`config.mk`:
```
export PLATFORM = sky130hd
export DESIGN_NAME = bp_resolve
export DESIGN_NICKNAME = d
export VERILOG_FILES = /design/src/rtl/bp_resolve.sv
export SDC_FILE = /design/constraint.sdc
export NUM_CORES = 1
export LEC_CHECK = 0
export BUFFER_PORTS_ARGS = -buffer_cell sky130_fd_sc_hd__buf_4
export CAP_MARGIN = 40
export CORE_MARGIN = 3
export CORE_UTILIZATION = 57
export DETAILED_ROUTE_END_ITERATION = 7
export GPL_TIMING_DRIVEN = 0
export HOLD_SLACK_MARGIN = 0.03
export PLACE_DENSITY = 0.92
export SETUP_SLACK_MARGIN = 0.2
export SLEW_MARGIN = 30
export SYNTH_ARGS = -nofsm -noshare
export SYNTH_HDL_FRONTEND = slang
export SYNTH_SLANG_ARGS = --single-unit
```
`constraint.sdc`:
```
create_clock -name clk -period 6.5 [get_ports clk]
set_clock_uncertainty 0.2 [all_clocks]
set_input_delay 0.975 -clock clk [delete_from_list [all_inputs] [get_ports clk]]
set_output_delay 0.975 -clock clk [all_outputs]
set_load 0.005 [all_outputs]
```
`src/rtl/bp_resolve.sv`:
```
// Execute-side branch resolution: carries fetch-time BTB predictions through F/D and D/E,
// checks them in E, redirects fetch, flushes the wrong path and feeds the BTB update port.
// Optional statistics counters (br_cnt, misp_cnt) are built when BP_STATS_EN is defined.
module bp_resolve #(
  parameter logic [31:0] RESET_PC = 32'h0000_0000,
  parameter int          CNT_W    = 32
) (
  input  logic        clk,
  input  logic        rst_n,
  input  logic [31:0] PCF,
  input  logic        PredF,
  input  logic [31:0] NPC_PredF,
  input  logic        StallF,
  input  logic        StallD,
  input  logic        IsBrE,
  input  logic        BranchE,
  input  logic [31:0] BrNPC,
  output logic [31:0] NPC,
  output logic        FlushD,
  output logic        FlushE,
  output logic [31:0] PCE,
  output logic        PredE,
  output logic [31:0] NPC_PredE,
  output logic        BranchE_upd,
  output logic [31:0] BrNPC_upd,
  output logic        MispredE
`ifdef BP_STATS_EN
  ,
  output logic [CNT_W-1:0] br_cnt,
  output logic [CNT_W-1:0] misp_cnt
`endif
);

  function automatic logic [CNT_W-1:0] sat_inc(input logic [CNT_W-1:0] v);
    return (&v) ? v : v + {{(CNT_W-1){1'b0}}, 1'b1};
  endfunction

  logic [31:0] r_pc_p1;
  logic        r_pred_p1;
  logic [31:0] r_npc_pred_p1;
  logic        r_vld_p1;
  logic [31:0] r_pc_p2;
  logic        r_pred_p2;
  logic [31:0] r_npc_pred_p2;
  logic        r_vld_p2;

  logic        w_res;
  logic        w_pred_e;
  logic        w_misp;
  logic        w_tgt_bad;
  logic [31:0] w_corr_pc;
  logic [31:0] w_seq_pc_f;
  logic [31:0] w_seq_pc_e;

  // F/D and D/E registers; a flush wins over a stall and only kills the valid bits
  always_ff @(posedge clk or negedge rst_n) begin
    if (!rst_n) begin
      r_pc_p1       <= '0;
      r_pred_p1     <= 1'b0;
      r_npc_pred_p1 <= '0;
      r_vld_p1      <= 1'b0;
      r_pc_p2       <= '0;
      r_pred_p2     <= 1'b0;
      r_npc_pred_p2 <= '0;
      r_vld_p2      <= 1'b0;
    end else begin
      if (!StallF) begin
        r_pc_p1       <= PCF;
        r_pred_p1     <= PredF;
        r_npc_pred_p1 <= NPC_PredF;
        r_vld_p1      <= 1'b1;
      end
      if (!StallD) begin
        r_pc_p2       <= r_pc_p1;
        r_pred_p2     <= r_pred_p1;
        r_npc_pred_p2 <= r_npc_pred_p1;
        r_vld_p2      <= r_vld_p1;
      end
      if (w_misp) begin
        r_vld_p1 <= 1'b0;
        r_vld_p2 <= 1'b0;
      end
    end
  end

  // E-stage resolution; a stalled or invalid E slot never decides anything
  assign w_res      = r_vld_p2 & ~StallD;
  assign w_pred_e   = r_pred_p2 & r_vld_p2;
  assign w_tgt_bad  = r_npc_pred_p2 != BrNPC;
  assign w_misp     = w_res & ((IsBrE & BranchE & (~w_pred_e | w_tgt_bad))
                             | (IsBrE & ~BranchE & w_pred_e)
                             | (~IsBrE & w_pred_e));
  assign w_seq_pc_e = r_pc_p2 + 32'd4;
  assign w_seq_pc_f = PCF + 32'd4;
  assign w_corr_pc  = (BranchE & IsBrE) ? BrNPC : w_seq_pc_e;

  always_comb begin
    if (!rst_n)
      NPC = RESET_PC;
    else if (w_misp)
      NPC = w_corr_pc;
    else if (PredF)
      NPC = NPC_PredF;
    else
      NPC = w_seq_pc_f;
  end

  assign MispredE    = w_misp;
  assign FlushD      = w_misp;
  assign FlushE      = w_misp;
  assign PCE         = r_pc_p2;
  assign PredE       = w_pred_e;
  assign NPC_PredE   = r_npc_pred_p2;
  assign BranchE_upd = w_res & IsBrE & BranchE;
  assign BrNPC_upd   = BrNPC;

`ifdef BP_STATS_EN
  logic [CNT_W-1:0] r_br_cnt;
  logic [CNT_W-1:0] r_misp_cnt;

  always_ff @(posedge clk or negedge rst_n) begin
    if (!rst_n) begin
      r_br_cnt   <= '0;
      r_misp_cnt <= '0;
    end else begin
      if (w_res & IsBrE)
        r_br_cnt <= sat_inc(r_br_cnt);
      if (w_misp)
        r_misp_cnt <= sat_inc(r_misp_cnt);
    end
  end

  assign br_cnt   = r_br_cnt;
  assign misp_cnt = r_misp_cnt;
`endif

`ifndef SYNTHESIS
  // Stalling F while D advances would duplicate the D instruction into E
  a_no_dup: assert property (@(posedge clk) disable iff (!rst_n) !(StallF && !StallD));
`endif

endmodule

```
==> out/qor.json, run 1 <==
{
  "measured_slew_at_the_worst_slew_check_pin_ns": 0.922,
  "cts-htree-levels": 4,
  "drt-initial-drc-count": 887,
  "post_layout_nonfiller_instances": 1195,
  "io_pins": 236,
  "cts_inserted_buffers": 17,
  "antennaDiodeCount": 0,
  "synth.net_count": 861,
  "cts_tree": "yes",
  "synth_adder_area_share": 0.00317,
  "layout_worst_path_cycle_share": 0.726,
  "post_synth.cell_area_avg_um2": 10.4,
  "fp.coreArea_um2": 13400,
  "unrepaired_setup_endpoints_after_global_routing": "no",
  "power.switching_fraction": 0.283,
  "finalWorstPathRequiredPeriod_ns": 4.72,
  "grt_pass1_vias": 6947,
  "total_leakage_power_nw": 4.63,
  "post-cts-setup-buffers": 0,
  "firstDrtPassIters": 6,
  "worst_setup_path_start_kind": "input pin",
  "nets": 1113,
  "placedCellCount": 1164,
  "route.vias.total": 7283,
  "power.ir.vdd_worst_mv": 0.174,
  "die_w_um": 124,
  "timing.final.max_slew_violations": 0,
  "grt_first_pass_wirelength_um": 40500,
  "power_frac_comb": 0.246,
  "timing.final.hold_violations": 0,
  "muxShareOfSynthArea": 0.204,
  "worst-endpoint-arrival_ns": 3.54,
  "insertion_delay_ns": 0.43,
  "syn2layout_area_growth_pct": 32.8,
  "timing.hold.worst.class": "input pin to asynchronous set/reset pin",
  "grt_max_degree": 89,
  "wl_per_cell_um": 22.9,
  "seq_area_frac_synth": 0.419,
  "run_status": "completed",
  "critical_path.endpoint_type": "output pin",
  "seq_power_share": 0.387,
  "cpMaxStageDelayCell": "a311oi_1",
  "ys_warn_count": 0,
  "synth.cell_area_um2": 7880,
  "synth.ff_latch_count": 132,
  "cts_hold_buffers": 0,
  "dp.final_hpwl_um": 21100,
  "max_slew_margin": 0.385,
  "drc": 0,
  "worst_setup_hold_path_clk_slew_ns": 0.05,
  "drt_wl_total_um": 27400,
  "timing.critical_path.max_delay_family": "simple AND/OR/NAND/NOR gates",
  "clkPwrFrac": 0.367,
  "post_synth_and_or_nand_nor_area_fraction": 0.137,
  "grt_antenna_before_repair": 0,
  "gr-usage-all-layers": 0.363,
  "synth_top_family_by_area": "multiplexers",
  "path_class": "input pin to output pin",
  "hold_slack_ns": 0.243,
  "cap_violations": 0,
  "powerDensity_nw_per_um2": 255,
  "synth_cell_types": 52,
  "crit_path_max_incr_delay_ns": 0.48,
  "floorplan.initialDensity": 0.588,
  "syn_inst": 756,
  "compound_gate_fraction_of_synth_area": 0.0816,
  "gp_congestion": 1.01,
  "die-area_um2": 15300,
  "die_extent_in_y_um": 124,
  "mostFrequentLayoutCells": "buf_4, dfrtp_1, mux2_2",
  "net-switching-power_w": 0.000756,
  "drtAntennaViolNets": 0,
  "crit_path_cell_trace": "buf_4 > xnor2_1 > nand4_1 > nor4_1 > nand4_1 > nand2_1 > inv_1 > clkbuf_1 > a311oi_1 > buf_4",
  "power_report.internal_total_w": 0.00191,
  "layout.cells.most_common": "buf_4",
  "setup_viol": 0,
  "clock-root-buffer": "clkbuf_16",
  "rows": 42,
  "viasPerCell": 6.09,
  "max-clock-path-buffers": 2,
  "timing.critical_path.required_ns": 5.32,
  "critPathMaxFanout": 10,
  "number_of_port_buffers": 231,
  "synthXorXnorAreaFrac": 0.0922,
  "fmaxAchievable_ghz": 0.212,
  "drive_gt1_frac": 0.428,
  "cts_sinks": 132,
  "cp_num_buf_inv": 4,
  "postcts_resize_cnt": 0,
  "final.setup.tns_ns": 0,
  "globalRouteOverflowTotal": 0
}
[synth_stat cells (all sizes together)]
master | number | share of area
or4 | 4 | 0.0043
clkbuf | 37 | 0.018
o21ai | 35 | 0.022
and3 | 6 | 0.0048
nor2b | 4 | 0.0032
a31oi | 3 | 0.0024
o221ai | 2 | 0.0022
nand4 | 37 | 0.031
o31a | 3 | 0.0033
nand3 | 22 | 0.014
buf | 44 | 0.039
nor4 | 9 | 0.0090
inv | 13 | 0.0062
o2111ai | 2 | 0.0022
a2111oi | 2 | 0.0022
a211o | 1 | 0.0011
or3 | 2 | 0.0017
xnor2 | 49 | 0.054
a21oi | 12 | 0.0076
o211ai | 14 | 0.013
and2 | 5 | 0.0040
o21a | 1 | 0.00095
a21o | 2 | 0.0019
mux2i | 19 | 0.024
xor2 | 34 | 0.038
nand2b | 6 | 0.0048
mux2 | 126 | 0.18
and4 | 9 | 0.010
o31ai | 9 | 0.0086
nor3 | 10 | 0.0076
ha | 2 | 0.0032
a221oi | 3 | 0.0033
a31o | 2 | 0.0022
a211oi | 1 | 0.00095
o311ai | 1 | 0.0011
nor2 | 25 | 0.012
o41ai | 1 | 0.0011
nand2 | 63 | 0.030
a311oi | 3 | 0.0033
dfrtp | 132 | 0.42
a2111o | 1 | 0.0014
[flip-flops by register name, summed over array words and instances (netlist names)]
signal         flops
r_pc_p1           32
r_pred_p1          1
r_vld_p2           1
NPC_PredE         32
r_pred_p2          1
r_npc_pred_p1     32
PCE               32
r_vld_p1           1
[final cells by class]
class                           count  area (um2)
Multi-Input combinational cell    530        4080
Inverter                           13        48.8
Fill cell                         875        2930
Tap cell                          176         220
Clock buffer                       26         499
Clock inverter                      4        95.1
Timing Repair Buffer              233        1770
Sequential cell                   132        3300
Buffer                             81         447
[power by group through the flow]
stage	registers [W]	clock network (W)	logic [W]
2_1_floorplan	0.00102	0	0.000307
3_3_place_gp	0.00103	0	0.000628
3_5_place_dp	0.00104	0	0.000644
4_1_cts	0.00103	0.000986	0.000649
5_1_grt	0.00105	0.00103	0.000697
6_report	0.00103	0.000981	0.000655
[stage by stage]
| stage | total power (W) | setup slack (ns) | utilization | instance area, um2 |
|---|---|---|---|---|
| final | 0.00267 | 1.78 | 0.781 | 10500 |
| after global routing | 0.00277 | 1.63 | 0.781 | 10500 |
| after CTS | 0.00266 | 1.84 | 0.781 | 10500 |
| after detailed placement | 0.00169 | 1.89 | 0.737 | 9870 |
| after global placement | 0.00166 | 1.59 | 0.734 | 9840 |
| after floorplan | 0.00132 | 2.78 | - | 7880 |
[cell families (layout without fill, tap and decap cells)]
group | Yosys count | in the layout
AO/OA/AOI/OAI | 98 | 98
XOR/XNOR | 83 | 83
adder cells (fa/ha/maj) | 2 | 2
buffers and inverters | 94 | 357
flip-flops | 132 | 132
multiplexers | 145 | 145
AND/OR/NAND/NOR | 202 | 202
[path summary, 6_finish.rpt]
kind | startpoint | end | slack [ns] | cells after the start
min in group clk | r_npc_pred_p1[25] | r_npc_pred_p1[25] | 0.29 | 2
min reg2reg | r_npc_pred_p1[25] | r_npc_pred_p1[25] | 0.29 | 2
min | rst_n | r_npc_pred_p1[4] | 0.24 | 1
max in group asynchronous | rst_n | PCE[26] | 5.10 | 2
max reg2reg | NPC_PredE[23] | r_vld_p2 | 3.84 | 8
max | BrNPC[23] | NPC[1] | 1.78 | 10
[metal layers]
layer,global-route usage,share of wire,routed length (um),vias to the layer above
met2,0.578,0.47,12900,497
li1,-,-,-,3202
met3,0.0895,0.11,2930,84
met5,0,0,0,-
met1,0.470,0.38,10400,3500
met4,0.161,0.041,1130,0
[worst register-to-register path: stages, from the launching register on]
cell and delay, ns:
dfrtp_1 0.41, xnor2_1 0.31, nand4_1 0.15, nor4_1 0.45, nand4_1 0.23, nand2_1 0.19
inv_1 0.12, buf_2 0.26, o31ai_1 0.24
Power figures use the tool's default switching activity.
==> inputs of run 2 (changes only) <==
--- a/config.mk
+++ b/config.mk
@@ -8,11 +8,11 @@
 export BUFFER_PORTS_ARGS = -buffer_cell sky130_fd_sc_hd__buf_4
 export CAP_MARGIN = 40
 export CORE_MARGIN = 3
-export CORE_UTILIZATION = 57
+export CORE_UTILIZATION = 47
 export DETAILED_ROUTE_END_ITERATION = 7
 export GPL_TIMING_DRIVEN = 0
 export HOLD_SLACK_MARGIN = 0.03
-export PLACE_DENSITY = 0.92
+export PLACE_DENSITY = 0.82
 export SETUP_SLACK_MARGIN = 0.2
 export SLEW_MARGIN = 30
 export SYNTH_ARGS = -nofsm -noshare
==> constraint.sdc (replaced) <==
create_clock -name clk -period 4.1 [get_ports clk]
set_clock_uncertainty 0.2 [all_clocks]
set_input_delay 0.615 -clock clk [delete_from_list [all_inputs] [get_ports clk]]
set_output_delay 0.615 -clock clk [all_outputs]
set_load 0.005 [all_outputs]
==> run 2 against run 1 <==
  * Core utilization down 12 points
  * Sequential power increased by 58%
  * Final cell count is 3.8% higher
  * Die area increased by 20%
  * Power is 59% higher
  * Via count shrank 1.6%
  * Routed wire length up 1.8%
  * Combinational power grew 62%
  * Setup slack worse by 1.5 ns
  * Critical path depth fell by 1
  * Cell area increased by 1.6%
==> out/qor.json, run 2 (synthesized netlist as in run 1, its figures left out) <==
{
  "cts_sinks": {"value": 132, "change": "unchanged"},
  "timing.hold.worst.class": "input pin to asynchronous set/reset pin",
  "grt_first_pass_wirelength": {"value": 41700, "unit": "um", "change": "+2.9%"},
  "dp.final_hpwl": {"value": 21800, "unit": "um", "change": "+3.4%"},
  "rrSetupSlack": {"value": 1.60, "unit": "ns", "change": "-2.24 ns"},
  "power.switching_fraction": {"value": 0.296, "change": "+0.0128"},
  "powerDensity": {"value": 399, "unit": "nW/um2", "change": "+56%"},
  "insertion_delay": {"value": 0.43, "unit": "ns", "change": "about the same"},
  "post-cts-setup-buffers": {"value": 0, "change": "unchanged"},
  "mostFrequentLayoutCells": "buf_4, dfrtp_1, mux2_2",
  "drt-initial-drc-count": {"value": 733, "change": "-17%"},
  "drc": {"value": 0, "change": "unchanged"},
  "final.fill_count": {"value": 1285, "change": "+47%"},
  "unrepaired_setup_endpoints_after_global_routing": "no",
  "wl_per_cell": {"value": 22.5, "unit": "um", "change": "-1.9%"},
  "critPathMaxFanout": {"value": 10, "change": "unchanged"},
  "grt_pass1_vias": {"value": 7054, "change": "+1.5%"},
  "run_status": "completed",
  "die_w": {"value": 136, "unit": "um", "change": "+9.6%"},
  "setup.worst_path.start": "NPC_PredE[1]",
  "viasPerCell": {"value": 5.78, "change": "-5.2%"},
  "setup_viol": {"value": 0, "change": "unchanged"},
  "worst_setup_path_start_kind": "flop",
  "final.setup.tns": {"value": 0, "unit": "ns", "change": "unchanged"},
  "clkPwrFrac": {"value": 0.366, "change": "about the same"},
  "measured_slew_at_the_worst_slew_check_pin": {"value": 0.903, "unit": "ns", "change": "-0.0189 ns"},
  "critical_path.endpoint_type": "output pin",
  "cts_inserted_buffers": {"value": 17, "change": "unchanged"},
  "route.vias.total": {"value": 7167, "change": "-1.6%"},
  "timing.final.hold_violations": {"value": 0, "change": "unchanged"},
  "fmaxAchievable_ghz": 0.265,
  "timing.final.max_slew_violations": {"value": 0, "change": "unchanged"},
  "worst-endpoint-arrival": {"value": 2.96, "unit": "ns", "change": "-0.58 ns"},
  "globalRouteOverflowTotal": {"value": 0, "change": "unchanged"},
  "max-clock-path-buffers": {"value": 2, "change": "unchanged"},
  "nets": {"value": 1116, "change": "+0.27%"},
  "hold_slack": {"value": 0.0582, "unit": "ns", "change": "-0.185 ns"},
  "cts_tree": "yes",
  "max_slew_margin": {"value": 0.398, "change": "+0.0126"},
  "power_report.internal_total": {"value": 0.00299, "unit": "W", "change": "+56%"},
  "antennaDiodeCount": {"value": 0, "change": "unchanged"},
  "seq_power_share": {"value": 0.385, "change": "-0.002"},
  "design_power_total": {"value": 0.00424, "unit": "W", "change": "+59%"},
  "fp.coreArea": {"value": 16200, "unit": "um2", "change": "+21%"},
  "syn2layout_area_growth_pct": 35.0,
  "gp_congestion": {"value": 0.967, "change": "-4.0%"},
  "io_pins": {"value": 236, "change": "unchanged"},
  "placedCellCount": {"value": 1204, "change": "+3.4%"},
  "die-area": {"value": 18400, "unit": "um2", "change": "+20%"},
  "critical_path.reg2reg.startpoint": "NPC_PredE[1]",
  "clock-root-buffer": "clkbuf_16",
  "grt_max_degree": {"value": 71, "change": "-20%"},
  "cell_area_after_layout": {"value": 10600, "unit": "um2", "change": "+1.6%"},
  "drt_wl_total": {"value": 27900, "unit": "um", "change": "+1.8%"},
  "cap_violations": {"value": 0, "change": "unchanged"},
  "die_extent_in_y": {"value": 136, "unit": "um", "change": "+9.6%"},
  "path_class": "flop to output pin",
  "power.ir.vdd_worst": {"value": 0.302, "unit": "mV", "change": "+74%"},
  "grt_antenna_before_repair": {"value": 0, "change": "unchanged"},
  "cts-htree-levels": {"value": 4, "change": "unchanged"},
  "layout_worst_path_cycle_share": 0.921,
  "layout.cells.most_common": "buf_4",
  "drtAntennaViolNets": {"value": 0, "change": "unchanged"},
  "power_frac_comb": {"value": 0.249, "change": "+0.003"},
  "floorplan.initialDensity": {"value": 0.487, "change": "-0.101"},
  "timing.critical_path.required": {"value": 3.28, "unit": "ns", "change": "-2.04 ns"},
  "worst_setup_hold_path_clk_slew": {"value": 0.06, "unit": "ns", "change": "about the same"},
  "rows": {"value": 46, "change": "+9.5%"},
  "total_leakage_power": {"value": 4.66, "unit": "nW", "change": "+0.80%"},
  "net-switching-power": {"value": 0.00126, "unit": "W", "change": "+66%"},
  "number_of_port_buffers": {"value": 231, "change": "unchanged"},
  "post_layout_nonfiller_instances": {"value": 1240, "change": "+3.8%"},
  "gr-usage-all-layers": {"value": 0.304, "change": "-0.0583"},
  "finalWorstPathRequiredPeriod_ns": 3.78,
  "placement.cell_area": {"value": 9920, "unit": "um2", "change": "+0.51%"},
  "drive_gt1_frac": {"value": 0.440, "change": "+0.0126"},
  "firstDrtPassIters": {"value": 6, "change": "unchanged"}
}
run 2: cell types whose count changed in the layout (fill, tap and decap cells not counted), sizes merged:
cell and delta:
buf +3, bufinv -1, clkbuf -5, clkinv +2, clkinvlp +5, inv +1
run 2: power by group through the flow:
stage / registers (W) / clock network [W] / logic (W)
finish: 0.00163 / 0.00155 / 0.00106
CTS: 0.00163 / 0.00156 / 0.00105
global placement: 0.00164 / 0 / 0.00101
floorplan: 0.00161 / 0 / 0.000487
detailed placement: 0.00165 / 0 / 0.00103
global route: 0.00165 / 0.00163 / 0.00113
run 2: critical path, cell delays in order, from the launching register on:
cell      delay, ns
dfrtp_1        0.40
xnor2_1        0.30
nand4_1        0.20
nor4_2         0.29
nand4_1        0.22
nand2_1        0.19
inv_1          0.11
clkbuf_2       0.26
o31ai_1        0.38
buf_4          0.18
run 2: per-layer routing:
layer,GRT usage,share of wire,vias up
met5,0,0,-
met4,0.118,0.029,0
met3,0.0747,0.089,57
met2,0.489,0.48,387
met1,0.398,0.40,3519
li1,-,-,3204
run 2: cell type report:
cell class,instances,area [um2],share of cell area
timing repair buffer,236,1860,0.175
clock inverter,11,125,0.0118
multi-input combinational,530,4110,0.386
sequential,132,3300,0.310
clock buffer,21,480,0.0452
tap,216,270,0.0254
inverter,13,48.8,0.00459
buffer,81,448,0.0421
run 2: worst paths after layout:
path / endpoint / cells past startpoint
worst min-delay path: NPC_PredE[8] / 3
worst min register to register: r_npc_pred_p1[17] / 2
max in group asynchronous: PCE[25] / 3
min in group clk: r_npc_pred_p1[3] / 2
worst max-delay path: NPC[11] / 9
worst max register to register: r_vld_p2 / 8
run 2: stage by stage:
step | setup slack, ns | util
floorplan | 1.10 | -
global placement | -0.148 | 0.611
detailed placement | 0.248 | 0.613
CTS | 0.201 | 0.656
global route | 0.211 | 0.658
finish | 0.324 | 0.658
run 2: timing repair:
item	CTS	global route
resized for setup	0	6
hold buffers	3	0
endpoints found under the hold margin	62	0
setup endpoints to repair	0	11
